**src/rtl/oai_grp_pipe.sv**
```systemverilog
// oai_grp_pipe: elastic STAGES-deep pipeline computing ZN = ~&(|group) over GROUPS groups of WIDTH bits,
// plus a saturating count of delivered ZN=0 results.
module oai_grp_pipe #(
  parameter int GROUPS = 3,
  parameter int WIDTH  = 2,
  parameter int STAGES = 2,
  parameter int CNT_W  = 8
) (
  input  logic                      CLK,
  input  logic                      RN,
  input  logic                      IN_VALID,
  output logic                      IN_READY,
  input  logic [GROUPS*WIDTH-1:0]   A,
  output logic                      OUT_VALID,
  input  logic                      OUT_READY,
  output logic                      ZN,
  input  logic                      CLR,
  output logic [CNT_W-1:0]          CNT
);
  logic [GROUPS-1:0] grp;
  logic [STAGES-1:0] v, rdy, up_v;
  logic              fin_in;
  always_comb begin
    grp = '0;
    for (int g = 0; g < GROUPS; g++) grp[g] = |A[g*WIDTH +: WIDTH];
  end
  // valid bit feeding each stage: IN_VALID for the first, the previous stage otherwise
  assign up_v = STAGES'({v, IN_VALID});
  // a stage can take an item if it is empty or its occupant moves on this cycle
  always_comb begin
    rdy = '0;
    rdy[STAGES-1] = ~v[STAGES-1] | OUT_READY;
    for (int k = STAGES - 2; k >= 0; k--) rdy[k] = ~v[k] | rdy[k+1];
  end
  assign IN_READY  = rdy[0];
  assign OUT_VALID = v[STAGES-1];
  always_ff @(posedge CLK or negedge RN)
    if (!RN) v <= '0;
    else for (int k = 0; k < STAGES; k++) if (rdy[k]) v[k] <= up_v[k];
  generate
    if (STAGES == 1) begin : g_direct
      assign fin_in = ~&grp;
    end else begin : g_vec
      logic [GROUPS-1:0] vec [STAGES-1];
      always_ff @(posedge CLK or negedge RN)
        if (!RN) begin
          for (int k = 0; k < STAGES - 1; k++) vec[k] <= '0;
        end else begin
          if (rdy[0] && IN_VALID) vec[0] <= grp;
          for (int k = 1; k < STAGES - 1; k++) if (rdy[k] && v[k-1]) vec[k] <= vec[k-1];
        end
      assign fin_in = ~&vec[STAGES-2];
    end
  endgenerate
  always_ff @(posedge CLK or negedge RN)
    if (!RN) ZN <= 1'b0;
    else if (rdy[STAGES-1] && up_v[STAGES-1]) ZN <= fin_in;
  always_ff @(posedge CLK or negedge RN)
    if (!RN) CNT <= '0;
    else if (CLR) CNT <= '0;
    else if (OUT_VALID && OUT_READY && !ZN && !(&CNT)) CNT <= CNT + 1'b1;
endmodule
```
**config.mk**
```make
export PLATFORM = sky130hd
export DESIGN_NAME = oai_grp_pipe
export DESIGN_NICKNAME = d
export VERILOG_FILES = /design/src/rtl/oai_grp_pipe.sv
export SDC_FILE = /design/constraint.sdc
export NUM_CORES = 1
export LEC_CHECK = 0
export CORE_UTILIZATION = 50
export CTS_BUF_LIST = sky130_fd_sc_hd__clkbuf_8
export DETAILED_ROUTE_END_ITERATION = 6
export DONT_BUFFER_PORTS = 1
export GPL_TIMING_DRIVEN = 0
export PLACE_DENSITY = 0.63
export SLEW_MARGIN = 20
export SYNTH_ARGS = -nofsm -noshare
export SYNTH_HDL_FRONTEND = slang
export SYNTH_SLANG_ARGS = --single-unit
```
**constraint.sdc**
```tcl
create_clock -name CLK -period 2.62 [get_ports CLK]
set_input_delay 0.655 -clock CLK [delete_from_list [all_inputs] [get_ports CLK]]
set_output_delay 0.655 -clock CLK [all_outputs]
set_load 0.005 [all_outputs]
```
==> results.md <==
* 1st-iter DRT viols at 7
* Hold_ws at 0.1036 ns
* Crit path launch type: register
* Beginning of the critical path: CNT[0]
* Die extent in x at 38.76 um
* Fin nets at 85
* Critical Path End: CNT[1]
* Worst Path Arrival at 1.67 ns
* First-pass GRT wire length at 2028 um
* Status: finished clean
* Largest net degree at the start of global routing at 15
* Cts hold-fix bufs at 0
* TritonCTS clock tree: done
* Vias/cell at 6.165
* Syn avg cell area at 9.936 sq um
* Worst Hold Class: in -> async
* Via Count at 524
* Number of buffers created by CTS at 3
* Fillcell total at 102
* DRT antenna net count at 0
* Synth Net Count at 80
* Final Instance Area at 734.5 sq um
* Required @ worst endpoint at 2.73 ns
* Layout Area Growth over Synthesis at 8.704%
* Root Driver: clkbuf_8
* Crit Reg-Reg Endpoint: CNT[1]
* Final setup fails at 0
* Power Dens Cells at 597.9 nW/um^2
* Max incr delay on CP at 0.45 ns
* Clock Pin Slew Worst Setup and Hold Paths at 0.06 ns
* Max-cap violation count at 0
* WP depth at 5
* PortBufs at 0
* Pins Over Slew Limit at 0
* RSZ-0062 raised after global routing: no
* Gpl congestion at 0.6935
* Critical path class: reg -> reg
* Setup crit end kind: register
* Cell Area, Synth at 675.6 sq um
* Row count at 12
* Reg2Reg Launch Point: CNT[0]
* DRT Wirelength at 1309 um
* Netlist cell types at 23
* Cts repair resizes at 0
* Drt wl/cell at 15.40 um
* DRC viols at 0
* Worst slew margin at 72.90%
* Final Hold Vio Count at 0
* Starting Density at 56.96%
* Crit path buf inv count at 0
* H-tree depth at 1
* Tot GR Track Use at 21.05%
* DRT Pass-1 Iters at 3
* CP Cell Sequence: ha_1 -> nand3_1 -> o21ai_0 -> mux2i_1 -> nor2_1
* Worst path slowest cell: dfrtp_1
* Worst-Skew Late Latency at 0.24 ns
* DIE HEIGHT at 38.76 um
* I/O Pins at 22
* Post-CTS Setup Bufs at 0
* Layout cells sized above 1 at 9.859%
* Period utilization at 59.52%
* Ant. Diodes at 0
* Final period demand of the worst path at 1.559 ns
* CP max FO at 5
* Placed cell areas at 693.2 sq um
* Synthesized flop and latch total at 14
* GRT overflow at 0
* FF-to-FF path depth at 5
* Number of global-route vias before repair at 478
* Seq/Total Area, Yosys at 51.85%
* Core ar. at 1186 sq um
* Fmax at 641.3 MHz
* Die ar. at 1502 sq um
* Syn Inst Count at 68
* Most common cell after layout, fill and taps aside: dfrtp_1
* CP delay by family, top: flip-flops
* Initial antenna violation count at 0
* Worst-Margin Slew at 0.4065 ns
* Skew final at 0.004416 ns
* Peak VDD IR at 0.0003603 V
* Warnings from Yosys at 0
* Leak at 0.3182 nW
* Detailed Place HPWL at 962.2 um
* Clock sinks at 14
* Sum Neg Setup Slack at 0 ns
* Reg2Reg Setup Slack at 1.06 ns
* Most frequent cells in the layout: dfrtp_1, nor2_1, o21ai_0, nand2_1
* Longest Clk Path Bufs at 2
## how the worst min path moves through the flow
stage	start	to	depth (start not counted)
6_report	RN	CNT[3]	0
3_3_place_gp	RN	CNT[0]	0
4_1_cts	RN	CNT[3]	0
3_5_place_dp	RN	CNT[6]	0
2_1_floorplan	RN	CNT[0]	0
5_1_grt	RN	CNT[3]	0
## kinds of logic (layout without fill, tap and decap cells)
family,count (synthesis),count (layout),share of synthesized area (%)
muxes,2,2,3.703
and+or+nand+nor,34,34,26.85
buffers and inverters,1,4,0.5550
adders and majority gates,1,1,1.852
xor gates and xnor gates,1,1,1.297
AOI/OAI and AO/OA,15,15,13.89
DFF,14,14,51.85
## flip-flops by register name, indices dropped and copies added (netlist names)
| name | flops |
|---|---|
| CNT | 8 |
| v | 2 |
| g_vec.vec | 3 |
| ZN | 1 |
## worst reg2reg max path: stages (launching register included)
cell and delay (ns):
dfrtp_1 0.45, ha_1 0.29, nand3_1 0.09, o21ai_0 0.32, mux2i_1 0.23, nor2_1 0.05
## cells in the mapped netlist (all sizes together)
library cell / instances / share of area [%]
a311oi: 1 / 1.3
a21oi: 3 / 2.2
o21ai: 5 / 3.7
ha: 1 / 1.9
nor3: 3 / 2.2
nand2b: 3 / 2.8
a31oi: 3 / 2.8
nand3: 2 / 1.5
nand4: 1 / 0.93
and3: 3 / 4.3
nor2b: 3 / 2.8
a211oi: 2 / 2.2
nor2: 11 / 6.1
nand3b: 2 / 2.2
mux2: 1 / 2.2
mux2i: 1 / 1.5
buf: 1 / 0.56
xor2: 1 / 1.3
nand2: 5 / 2.8
a21boi: 1 / 1.7
and3b: 1 / 1.3
dfrtp: 14 / 52
## power breakdown
part	switching, W	leakage [nW]	internal, W
Combinational	0.0000151	0.119	0.0000123
Sequential	0.0000103	0.177	0.000229
Clock	0.0000709	0.0216	0.000101
Total	0.0000963	0.318	0.000343
## routing by layer
layer | part of all wire, % | global-route usage [%]
met5 | 0 | 0
met4 | 0.99 | 12.93
met3 | 5.4 | 6.936
met1 | 42 | 21.27
met2 | 51 | 36.67
## metrics by stage
step	cells	worst slack [ns]	util [%]	power, W
floorplan	68	1.099	-	0.0002633
global placement	82	0.9907	58.44	0.0002688
detailed placement	82	0.9872	58.44	0.0002711
CTS	85	1.051	61.92	0.0004463
global route	85	0.9309	61.92	0.0004563
finish	85	1.061	61.92	0.0004391
## final cells by class
class	instances	area [sq um]	area share, %
Sequential cell	14	350.3	47.70
Tap cell	14	17.52	2.385
Clock buffer	3	41.29	5.622
Multi-Input combinational cell	53	321.6	43.78
Buffer	1	3.754	0.5111
(Power assumes the default switching activity.)
